**src/rtl/fir_tap_sequencer.sv**
```systemverilog
// rtl/fir_tap_sequencer.sv - FIR tap sequencer driving an external accumulator register (option: FIR_SAT_EN)
module fir_tap_sequencer #(
  parameter int DATA_W = 16,
  parameter int COEF_W = 16,
  parameter int TAPS   = 8,
  localparam int AW    = $clog2(TAPS),
  localparam int ACC_W = DATA_W + COEF_W + $clog2(TAPS)
) (
  input  logic                     clk,
  input  logic                     rst,
  input  logic                     in_valid,
  input  logic signed [DATA_W-1:0] in_data,
  output logic                     in_ready,
  output logic [AW-1:0]            coef_addr,
  input  logic signed [COEF_W-1:0] coef_data,
  output logic signed [ACC_W-1:0]  acc_d,
  output logic                     acc_load,
  output logic                     acc_clear,
  input  logic signed [ACC_W-1:0]  acc_q,
  output logic                     out_valid,
  output logic signed [ACC_W-1:0]  out_data,
  input  logic                     out_ready
);

  localparam int PW = DATA_W + COEF_W;
  localparam logic [AW-1:0] LAST = AW'(TAPS - 1);

  typedef enum logic [1:0] {IDLE, CLEAR, MAC, DONE} state_t;

  state_t                    state;
  logic signed [DATA_W-1:0]  dline [TAPS];
  logic [AW-1:0]             wp;
  logic [AW-1:0]             k;
  logic [AW-1:0]             rd_idx;
  logic signed [DATA_W-1:0]  sample;
  logic signed [PW-1:0]      prod;
  logic signed [ACC_W-1:0]   prod_ext;
  logic signed [ACC_W-1:0]   result;

  // Held low during reset so nothing is accepted before the delay line is cleared.
  assign in_ready  = rst && (state == IDLE);
  assign coef_addr = k;

  // Newest-first read index (wp-1-k) mod TAPS, wrapped by compare so odd TAPS works.
  always_comb begin
    rd_idx = '0;
    if (wp > k) rd_idx = wp - k - AW'(1);
    else        rd_idx = LAST - k + wp;
  end

  // Signed product sign-extended into the accumulator width; acc_d only live during MAC.
  always_comb begin
    sample   = dline[rd_idx];
    prod     = PW'(sample) * PW'(coef_data);
    prod_ext = ACC_W'(prod);
    acc_d    = (state == MAC) ? acc_q + prod_ext : '0;
  end

`ifdef FIR_SAT_EN
  localparam logic signed [ACC_W-1:0] SAT_MAX = ACC_W'((64'sd1 <<< (DATA_W - 1)) - 64'sd1);
  localparam logic signed [ACC_W-1:0] SAT_MIN = -SAT_MAX - ACC_W'(1);
  logic signed [ACC_W-1:0] shifted;

  // Rescale the Q1.(COEF_W-1) product sum back to sample range and clamp.
  always_comb begin
    shifted = acc_q >>> (COEF_W - 1);
    if (shifted > SAT_MAX)      result = SAT_MAX;
    else if (shifted < SAT_MIN) result = SAT_MIN;
    else                        result = shifted;
  end
`else
  // Full-precision output straight from the accumulator.
  always_comb begin
    result = acc_q;
  end
`endif

  assign out_data = out_valid ? result : '0;

  // Sequencer FSM: capture sample, clear accumulator, TAPS MAC cycles, hold result.
  always_ff @(posedge clk or negedge rst) begin
    if (!rst) begin
      state     <= IDLE;
      wp        <= '0;
      k         <= '0;
      acc_load  <= 1'b0;
      acc_clear <= 1'b0;
      out_valid <= 1'b0;
      for (int i = 0; i < TAPS; i++) dline[i] <= '0;
    end else begin
      case (state)
        IDLE: begin
          if (in_valid) begin
            dline[wp] <= in_data;
            wp        <= (wp == LAST) ? '0 : wp + AW'(1);
            acc_clear <= 1'b1;
            state     <= CLEAR;
          end
        end
        CLEAR: begin
          acc_clear <= 1'b0;
          acc_load  <= 1'b1;
          k         <= '0;
          state     <= MAC;
        end
        MAC: begin
          if (k == LAST) begin
            k         <= '0;
            acc_load  <= 1'b0;
            out_valid <= 1'b1;
            state     <= DONE;
          end else begin
            k <= k + AW'(1);
          end
        end
        DONE: begin
          if (out_ready) begin
            out_valid <= 1'b0;
            state     <= IDLE;
          end
        end
        default: state <= IDLE;
      endcase
    end
  end

endmodule

```
**config.mk**
```make
export PLATFORM = sky130hd
export DESIGN_NAME = fir_tap_sequencer
export DESIGN_NICKNAME = d
export VERILOG_FILES = /design/src/rtl/fir_tap_sequencer.sv
export SDC_FILE = /design/constraint.sdc
export NUM_CORES = 1
export LEC_CHECK = 0
export ABC_AREA = 1
export CAP_MARGIN = 15
export CORE_UTILIZATION = 55
export DETAILED_ROUTE_END_ITERATION = 10
export PLACE_DENSITY = 0.76
export SYNTH_ARGS = -nofsm -noshare
export SYNTH_HDL_FRONTEND = slang
export SYNTH_SLANG_ARGS = --single-unit
```
**constraint.sdc**
```tcl
create_clock -name clk -period 11.7 [get_ports clk]
set_input_delay 1.17 -clock clk [delete_from_list [all_inputs] [get_ports clk]]
set_output_delay 1.17 -clock clk [all_outputs]
set_load 0.01 [all_outputs]
```
==> flow_summary.json, run 1 <==
{
  "outcome": "finished clean",
  "initial_core_util_pct": 56.2,
  "min_from": "dline[102]$_DFFE_PN0P_",
  "dieArea_mm2": 0.0352,
  "drive_gt1_share_pct": 4.80,
  "critical_path_peak_fanout": 37,
  "cts_buffers": 17,
  "fp.coreArea_mm2": 0.0337,
  "synth.distinct_cells": 42,
  "hold_violations": 0,
  "num_vias": 16690,
  "slew_violations": 0,
  "synth-edff-count": 0,
  "rsz0062_at_grt": "no",
  "ys.flop_type": "dfrtp_1",
  "maxCapViolCount": 0,
  "ys_seq_area_share_pct": 18.4,
  "grt_pass1_vias": 17201,
  "rr_worst_depth": 6,
  "num_rows": 67,
  "final_common_cell": "nand2_1",
  "r2r_setup_slack_ns": 9.21,
  "crit_type": "reg -> out",
  "wl_um": 53100,
  "layout_min_cycle_time_ns": 11.04,
  "cpMaxStageDelayCell": "fa_1",
  "synth_seq_cells": 139,
  "period_share_pct": 94.4,
  "antenna_left": 0,
  "clock_skew_ns": 0.00772,
  "htreeDepth": 4,
  "path_common_cell": "inv_1",
  "tightest_slew_ns": 1.18,
  "grt_start_max_net_pins": 74,
  "antenna_found_initial": 0,
  "synth-warning-count": 0,
  "critPathCaptureType": "primary output",
  "relSlewSlack_pct": 21.5,
  "ioPinCount": 148,
  "clock_latency_ns": 0.42,
  "synth_cells": 2489,
  "min_path_type": "reg -> reg",
  "die_y_um": 188,
  "cp.arrival_ns": 9.87,
  "cts_tree": "built",
  "cts_hold_buf": 0,
  "overflow": 0,
  "vias_per_cell": 5.43,
  "place_congestion": 1.05,
  "hpwl_um": 42600,
  "nets": 3072,
  "cts_root_buf": "clkbuf_16",
  "die_w_um": 188,
  "holdPathEnd": "dline[102]$_DFFE_PN0P_",
  "wl_per_cell_um": 17.3,
  "grt_pass1_wl_um": 88200,
  "clock-sinks": 139,
  "mostFrequentLayoutCells": "nand2_1 (555), inv_1 (515), fa_1 (263)",
  "critPathMaxStageDelay_ns": 0.58,
  "syn_to_final_growth_pct": 13.8,
  "drtIter0Drc": 1495,
  "required_ns": 10.53,
  "drc_errors": 0,
  "r2r-end": "dline[37]$_DFFE_PN0P_",
  "portBuffers": 147,
  "clk_pin_slew_ns": 0.06,
  "tns_ns": 0,
  "worstHoldPathCells": 2,
  "syn_area_per_cell_um2": 7.61,
  "clockBufferDepth": 2,
  "cp-start-kind": "flip-flop",
  "synth_nets": 2950,
  "diodes": 0,
  "setup_viol": 0,
  "firstDrtPassIters": 6,
  "clock.fmax_mhz": 90.6,
  "track_usage_pct": 31.6,
  "ys_async_sr_fraction_pct": 100,
  "syn_area_mm2": 0.0190,
  "timing.rr.start": "state[0]$_DFFE_PN0P_"
}
registers in the layout (all words and copies together) (netlist names):
name	count
coef_addr	3
acc_clear	1
wp	3
dline	128
state	2
acc_load	1
out_valid	1
worst max-delay path by stage:
stage	from	cells after the start	endpoint	slack [ns]
after CTS	coef_addr[0]$_DFFE_PN0P_	42	acc_d[25]	0.49
after detailed placement	coef_addr[0]$_DFFE_PN0P_	42	acc_d[25]	1.00
after global routing	coef_addr[0]$_DFFE_PN0P_	43	acc_d[33]	0.009
final	coef_addr[0]$_DFFE_PN0P_	38	acc_d[25]	0.66
after floorplan	coef_addr[0]$_DFFE_PN0P_	43	acc_d[33]	2.16
after global placement	wp[0]$_DFFE_PN0P_	37	acc_d[25]	0.95
cells in the mapped netlist (all sizes together) (2+ instances only):
cell	count	area (µm²)
o21ai	265	1330
nand4	7	43.8
fa	264	5290
xor2	15	131
buf	20	135
clkbuf	52	195
and2	4	25.0
a21o	7	52.6
nor2	236	888
nand2	568	2180
a21boi	3	22.5
o21bai	6	45.0
nand3	44	220
a31oi	5	31.3
dfrtp	139	3480
xnor2	14	149
nand3b	3	22.5
and3	2	12.5
nor3	12	60.1
inv	528	1990
ha	126	1580
nor4	2	12.5
mux2	32	360
a21oi	128	641
worst max-delay path: cells and delay by family (launching register included):
| kind | cells | cell delay [ns] |
|---|---|---|
| flip-flops | 1 | 0.38 |
| multiplexers | 1 | 0.38 |
| AO/OA/AOI/OAI | 3 | 0.46 |
| AND/OR/NAND/NOR | 15 | 2.21 |
| buffers and inverters | 9 | 1.51 |
| adder cells (fa/ha/maj) | 9 | 4.34 |
| XOR/XNOR | 1 | 0.12 |
logic make-up after synthesis:
| logic type | share of synthesized area [%] |
|---|---|
| adder cells (fa/ha/maj) | 36.2 |
| XOR/XNOR | 1.48 |
| multiplexers | 1.90 |
| flip-flops | 18.4 |
| AO/OA/AOI/OAI | 11.5 |
| AND/OR/NAND/NOR | 18.3 |
| buffers and inverters | 12.3 |
layer usage:
| metal | global-route usage, % | share of wire (%) | up-vias |
|---|---|---|---|
| met5 | 0 | 0 | - |
| met4 | 9.69 | 3.0 | 0 |
| met3 | 5.63 | 8.7 | 114 |
| met2 | 49.5 | 45 | 784 |
| met1 | 44.6 | 44 | 7947 |
| li1 | - | - | 7845 |
cell type report:
class | count | area, µm²
multi-input combinational | 1750 | 13200
fill | 2944 | 12100
sequential | 139 | 3480
inverter | 528 | 2000
timing repair buffer | 175 | 1770
tap | 448 | 561
clock buffer | 19 | 453
clock inverter | 13 | 140
repair_timing:
item                                    CTS  global route
setup buffers                             0             2
hold endpoints to repair                  0             0
resized for setup                         0             3
endpoints found under the setup margin    0            12
stage by stage:
| step | utilization [%] | std cells | hold WS (ns) | setup WS (ns) | instance area (µm²) |
|---|---|---|---|---|---|
| CTS | 63.5 | 3065 | 0.482 | 0.493 | 21400 |
| global route | 64.0 | 3072 | 0.502 | 0.00881 | 21600 |
| floorplan | - | 2489 | 0.448 | 2.16 | 19000 |
| finish | 64.0 | 3072 | 0.482 | 0.659 | 21600 |
| detailed placement | 61.8 | 3033 | 0.467 | 1.00 | 20800 |
| global placement | 61.8 | 3033 | 0.460 | 0.950 | 20800 |
Power of run 1 is left out: the tool's default activity adds up to more than one toggle a clock period on the data nets, which glitch-free logic cannot reach.
==> run 2, diff against run 1 <==
--- a/config.mk
+++ b/config.mk
@@ -7,9 +7,8 @@
 export LEC_CHECK = 0
 export ABC_AREA = 1
 export CAP_MARGIN = 15
-export CORE_UTILIZATION = 55
+export CORE_UTILIZATION = 40
 export DETAILED_ROUTE_END_ITERATION = 10
-export PLACE_DENSITY = 0.76
 export SYNTH_ARGS = -nofsm -noshare
 export SYNTH_HDL_FRONTEND = slang
 export SYNTH_SLANG_ARGS = --single-unit
==> constraint.sdc (replaced) <==
create_clock -name clk -period 11.9 [get_ports clk]
set_input_delay 1.19 -clock clk [delete_from_list [all_inputs] [get_ports clk]]
set_output_delay 1.19 -clock clk [all_outputs]
set_load 0.01 [all_outputs]
==> run 2 against run 1 <==
Net effect: the flow now finishes with violations (DRC); first-iteration DRC count is 19% lower; final cell count is 5.0% higher; register-to-register slack better by 0.29 ns; worst hold slack worse by 0.0017 ns; count of clock-buffer cells in the layout is 2 lower; clock skew is 0.0026 ns higher; flip-flop and latch count stayed put; non-clock buffer count is 4 lower; wire length is 2.5% higher; global-route usage is 7.6 points lower; setup slack better by 0.079 ns; final area is 1.3% higher; critical endpoint is now acc_d[30]; largest cell class unchanged.
==> flow_summary.json, run 2 (synthesized netlist as in run 1, its figures left out) <==
{
  "outcome": "finished, violations left",
  "failed_checks": "DRC",
  "antenna_left": 0,
  "clockBufferDepth": 2,
  "seqCellArea_mm2": 0.00348,
  "grt_pass1_wl_um": 90200,
  "nets": 3068,
  "cp_num_buf_inv": 7,
  "setup_viol": 0,
  "whs_ns": 0.481,
  "multi_input_area_mm2": 0.0132,
  "layout_min_cycle_time_ns": 11.16,
  "place_congestion": 0.956,
  "drive_gt1_share_pct": 4.70,
  "fp.coreArea_mm2": 0.0467,
  "tightest_slew_ns": 1.12,
  "drc_errors": 6,
  "wl_um": 54400,
  "antenna_found_initial": 0,
  "num_rows": 79,
  "dieArea_mm2": 0.0483,
  "cpMaxStageDelayCell": "ha_4",
  "maxCapViolCount": 0,
  "largest-register": "dline",
  "diodes": 0,
  "hpwl_um": 44000,
  "vias_per_cell": 5.05,
  "crit_type": "reg -> out",
  "cts_tree": "built",
  "critical_path_peak_fanout": 38,
  "min_from": "dline[50]$_DFFE_PN0P_",
  "placed_area_mm2": 0.0210,
  "path_common_cell": "fa_1",
  "relSlewSlack_pct": 25.0,
  "hold_violations": 0,
  "ioPinCount": 148,
  "portBuffers": 147,
  "cts_buffers": 17,
  "clock_skew_ns": 0.0103,
  "nFillCells": 4682,
  "drtIter0Drc": 1211,
  "min_path_type": "reg -> reg",
  "overflow": 0,
  "critPathTopFamily": "adder cells",
  "initial_core_util_pct": 40.6,
  "cp-startpoint": "wp[0]$_DFFE_PN0P_",
  "final_common_cell": "nand2_1",
  "clock-sinks": 139,
  "required_ns": 10.71,
  "cp-start-kind": "flip-flop",
  "period_share_pct": 93.8,
  "grt_pass1_vias": 16644,
  "num_vias": 16299,
  "mostFrequentLayoutCells": "nand2_1 (554), inv_1 (515), fa_1 (263)",
  "critPathMaxStageDelay_ns": 0.58,
  "tns_ns": 0,
  "track_usage_pct": 23.9,
  "clock_latency_ns": 0.42,
  "cp.arrival_ns": 9.97,
  "cts_hold_buf": 0,
  "clk_pin_slew_ns": 0.06,
  "timing.rr.start": "state[0]$_DFFE_PN0P_",
  "final_area_mm2": 0.0218,
  "largest_reg_flops": 128,
  "cts_root_buf": "clkbuf_16",
  "htreeDepth": 4,
  "wl_per_cell_um": 16.9,
  "slew_violations": 0,
  "rsz0062_at_grt": "no",
  "firstDrtPassIters": 8,
  "critPathCaptureType": "primary output",
  "clock.fmax_mhz": 89.6,
  "grt_start_max_net_pins": 84,
  "die_y_um": 220,
  "syn_to_final_growth_pct": 15.2,
  "die_w_um": 220
}
==> run 2: cell types whose count changed in the layout (fill, tap and decap cells not counted), moves of 2 or more <==
cell / previous run / this run
clkbuf_8: 2 / 0
clkinvlp_4: 5 / 2
buf_4: 23 / 19
clkinv_2: 3 / 1
clkinv_4: 0 / 2
bufinv_16: 2 / 7
==> run 2: through the flow <==
stage	std cells	util [%]	setup WS, ns
finish	3226	46.8	0.738
global route	3226	46.8	0.0717
CTS	3220	46.5	0.460
detailed placement	3189	45.0	0.986
global placement	3189	45.0	1.03
floorplan	2489	-	2.34
==> run 2: area by class of cell <==
class                   count  share of cell area (%)
clock inverters            14                    1.22
well taps                 607                    3.48
flip-flops and latches    139                    15.9
multi-input cells        1750                    60.3
inverters                 528                    9.15
repair buffers            171                    7.97
clock buffers              17                    1.95
==> run 2: path summary, 6_finish.rpt <==
path                                          end  slack (ns)  cells after the start
max in group asynchronous  dline[122]$_DFFE_PN0P_        9.99                      3
setup reg to reg            dline[10]$_DFFE_PN0P_        9.50                      6
min in group asynchronous   dline[97]$_DFFE_PN0P_        0.73                      1
hold / removal              dline[50]$_DFFE_PN0P_        0.48                      2
hold reg to reg             dline[50]$_DFFE_PN0P_        0.48                      2
setup / recovery                        acc_d[30]        0.74                     37
==> run 2: per-layer routing <==
metal  GRT usage, %  wire length, µm  vias up
li1               -                -     7845
met1           35.4            25700     7844
met2           37.1            24100      541
met3           3.46             3700       69
met4           4.78              954        0
met5              0                0        -
==> run 2: worst reg2reg max path: stages, from the launching register on <==
cell and delay [ns]:
dfrtp_1 0.40, inv_1 0.11, ha_1 0.22, nand2_1 0.13
nor2_1 0.25, nand2_1 0.71, o21ai_0 0.47
==> run 2: repair_timing <==
action,CTS,global route
gates resized for setup,0,5
hold endpoints to repair,0,0
setup endpoints to repair,0,10
buffers inserted,0,1
Power of run 2 is left out for the same reason.
==> run 3, diff against run 2 <==
--- a/config.mk
+++ b/config.mk
@@ -5,7 +5,6 @@
 export SDC_FILE = /design/constraint.sdc
 export NUM_CORES = 1
 export LEC_CHECK = 0
-export ABC_AREA = 1
 export CAP_MARGIN = 15
 export CORE_UTILIZATION = 40
 export DETAILED_ROUTE_END_ITERATION = 10
==> run 3 against run 2 <==
Net effect: the flow now finishes without violations; clock skew grew 0.00077 ns; core utilization is 0.46 points higher; worst hold slack better by 0.021 ns; die area is 3.3% lower.
==> flow_summary.json, run 3 <==
{
  "critical_path_peak_fanout": 20,
  "cp.arrival_ns": 10.36,
  "overflow": 0,
  "critPathCaptureType": "primary output",
  "wl_met2_um": 23700,
  "synth_cells": 1778,
  "final_common_cell": "inv_1",
  "clock_skew_ns": 0.0111,
  "syn_area_mm2": 0.0183,
  "worstHoldPathCells": 1,
  "yosysMostFrequentCell": "inv_1",
  "ys_async_sr_fraction_pct": 100,
  "hpwl_um": 35900,
  "ys_seq_area_share_pct": 19.0,
  "wl_um": 44400,
  "num_rows": 78,
  "drive_gt1_share_pct": 15.3,
  "place_congestion": 0.849,
  "cp-startpoint": "wp[0]$_DFFE_PN0P_",
  "antenna_found_initial": 0,
  "cts_tree": "built",
  "vias_per_cell": 5.09,
  "portBuffers": 147,
  "met1Wirelength_um": 18900,
  "diodes": 0,
  "num_vias": 12930,
  "clock_latency_ns": 0.43,
  "die_w_um": 216,
  "initial_core_util_pct": 40.5,
  "synth.distinct_cells": 72,
  "maxCapViolCount": 0,
  "nets": 2388,
  "relSlewSlack_pct": 32.4,
  "synth-warning-count": 0,
  "largest_reg_flops": 128,
  "synth_top_area_share_pct": 28.8,
  "min_from": "dline[0]$_DFFE_PN0P_",
  "path_common_cell": "fa_1",
  "antenna_left": 0,
  "clk_pin_slew_ns": 0.05,
  "cp-start-kind": "flip-flop",
  "outcome": "finished clean",
  "syn_area_per_cell_um2": 10.3,
  "ys_top_cells_by_area": "fa_1 (29%), dfrtp_1 (19%), mux2_2 (8.8%), ha_1 (8.6%), inv_1 (6.5%)",
  "crit_type": "reg -> out",
  "rr_worst_depth": 5,
  "drtIter0Drc": 501,
  "cts_hold_buf": 0,
  "firstDrtPassIters": 4,
  "die_y_um": 216,
  "synth-edff-count": 0,
  "grt_pass1_vias": 13807,
  "mostFrequentLayoutCells": "inv_1 (317), fa_1 (264), and2_1 (149)",
  "clockBufferDepth": 2,
  "largest-register": "dline",
  "synth_common_cells": "inv_1 (317), fa_1 (264), and2_1 (149)",
  "grt_start_max_net_pins": 81,
  "critPathMaxStageDelay_ns": 0.57,
  "required_ns": 10.71,
  "dieArea_mm2": 0.0467,
  "cpMaxStageDelayCell": "clkdlybuf4s50_1",
  "yosysTopAreaCell": "fa_1",
  "cts_buffers": 17,
  "whs_ns": 0.502,
  "routed.top_layer": "met4",
  "wl_per_cell_um": 17.5,
  "timing.rr.start": "state[0]$_DFFE_PN0P_",
  "period_share_pct": 97.1,
  "finalNonFillerCells": 2539,
  "cts_root_buf": "clkbuf_16",
  "grt_pass1_wl_um": 73000,
  "clock-sinks": 139,
  "min_path_type": "reg -> reg",
  "track_usage_pct": 19.7,
  "ioPinCount": 148,
  "clock.fmax_mhz": 86.6,
  "drc_errors": 0,
  "slew_violations": 0,
  "layout_min_cycle_time_ns": 11.55,
  "fp.coreArea_mm2": 0.0453,
  "synth_seq_cells": 139,
  "ys.flop_type": "dfrtp_1",
  "tightest_slew_ns": 1.01,
  "synth_nets": 2239,
  "dp_cells": 2494,
  "setup_viol": 0,
  "syn_to_final_growth_pct": 16.8,
  "hold_violations": 0,
  "dr_wl_met3_um": 1000,
  "htreeDepth": 4
}
[run 3: logic make-up after synthesis]
group / share of synthesized area (%)
muxes: 12.9
adders and majority gates: 37.4
DFF: 19.0
and+or+nand+nor: 13.4
AOI/OAI and AO/OA: 6.78
buffers and inverters: 7.85
xor gates and xnor gates: 2.58
[run 3: layout make-up]
class	instances	area (µm²)
fill	4280	23900
multi-input combinational	1261	13600
sequential	139	3480
timing repair buffer	191	1860
inverter	317	1190
tap	600	751
clock buffer	19	453
clock inverter	12	115
[run 3: critical path, delay by kind of cell (launching register included)]
kind | cells | cell delay, ns
fa+ha+maj | 10 | 3.87
compound gates | 11 | 2.21
simple gates | 5 | 1.11
buf+inv | 5 | 0.99
mux | 2 | 0.80
xor+xnor | 3 | 0.50
flops | 1 | 0.44
[run 3: stage by stage]
| step | setup TNS, ns | worst slack [ns] | utilization, % | area, µm² |
|---|---|---|---|---|
| after floorplan | 0 | 1.21 | - | 18300 |
| after global placement | 0 | 0.204 | 45.5 | 20600 |
| after detailed placement | 0 | 0.151 | 45.5 | 20600 |
| after CTS | 0 | 0.00111 | 47.0 | 21300 |
| after global routing | -0.0106 | -0.00934 | 47.3 | 21400 |
| final | 0 | 0.346 | 47.3 | 21400 |
[run 3: metal layers]
layer  global-route usage, %  vias up
li1                        -     5978
met1                    24.8     6737
met2                    36.3      170
met3                    1.63       45
met4                    4.88        0
met5                       0        -
[run 3: timing repair]
action,4_1_cts,5_1_grt
endpoints found under the setup margin,4,8
resized for setup,12,20
setup buffers,7,7
pin swaps,8,11
[run 3: worst paths after layout]
path | endpoint | slack, ns
setup / recovery | acc_d[27] | 0.35
min in group asynchronous | dline[47]$_DFFE_PN0P_ | 0.80
hold reg to reg | dline[0]$_DFFE_PN0P_ | 0.50
hold / removal | dline[0]$_DFFE_PN0P_ | 0.50
max in group asynchronous | dline[72]$_DFFE_PN0P_ | 9.90
setup reg to reg | dline[125]$_DFFE_PN0P_ | 9.39
Power of run 3 is left out for the same reason.
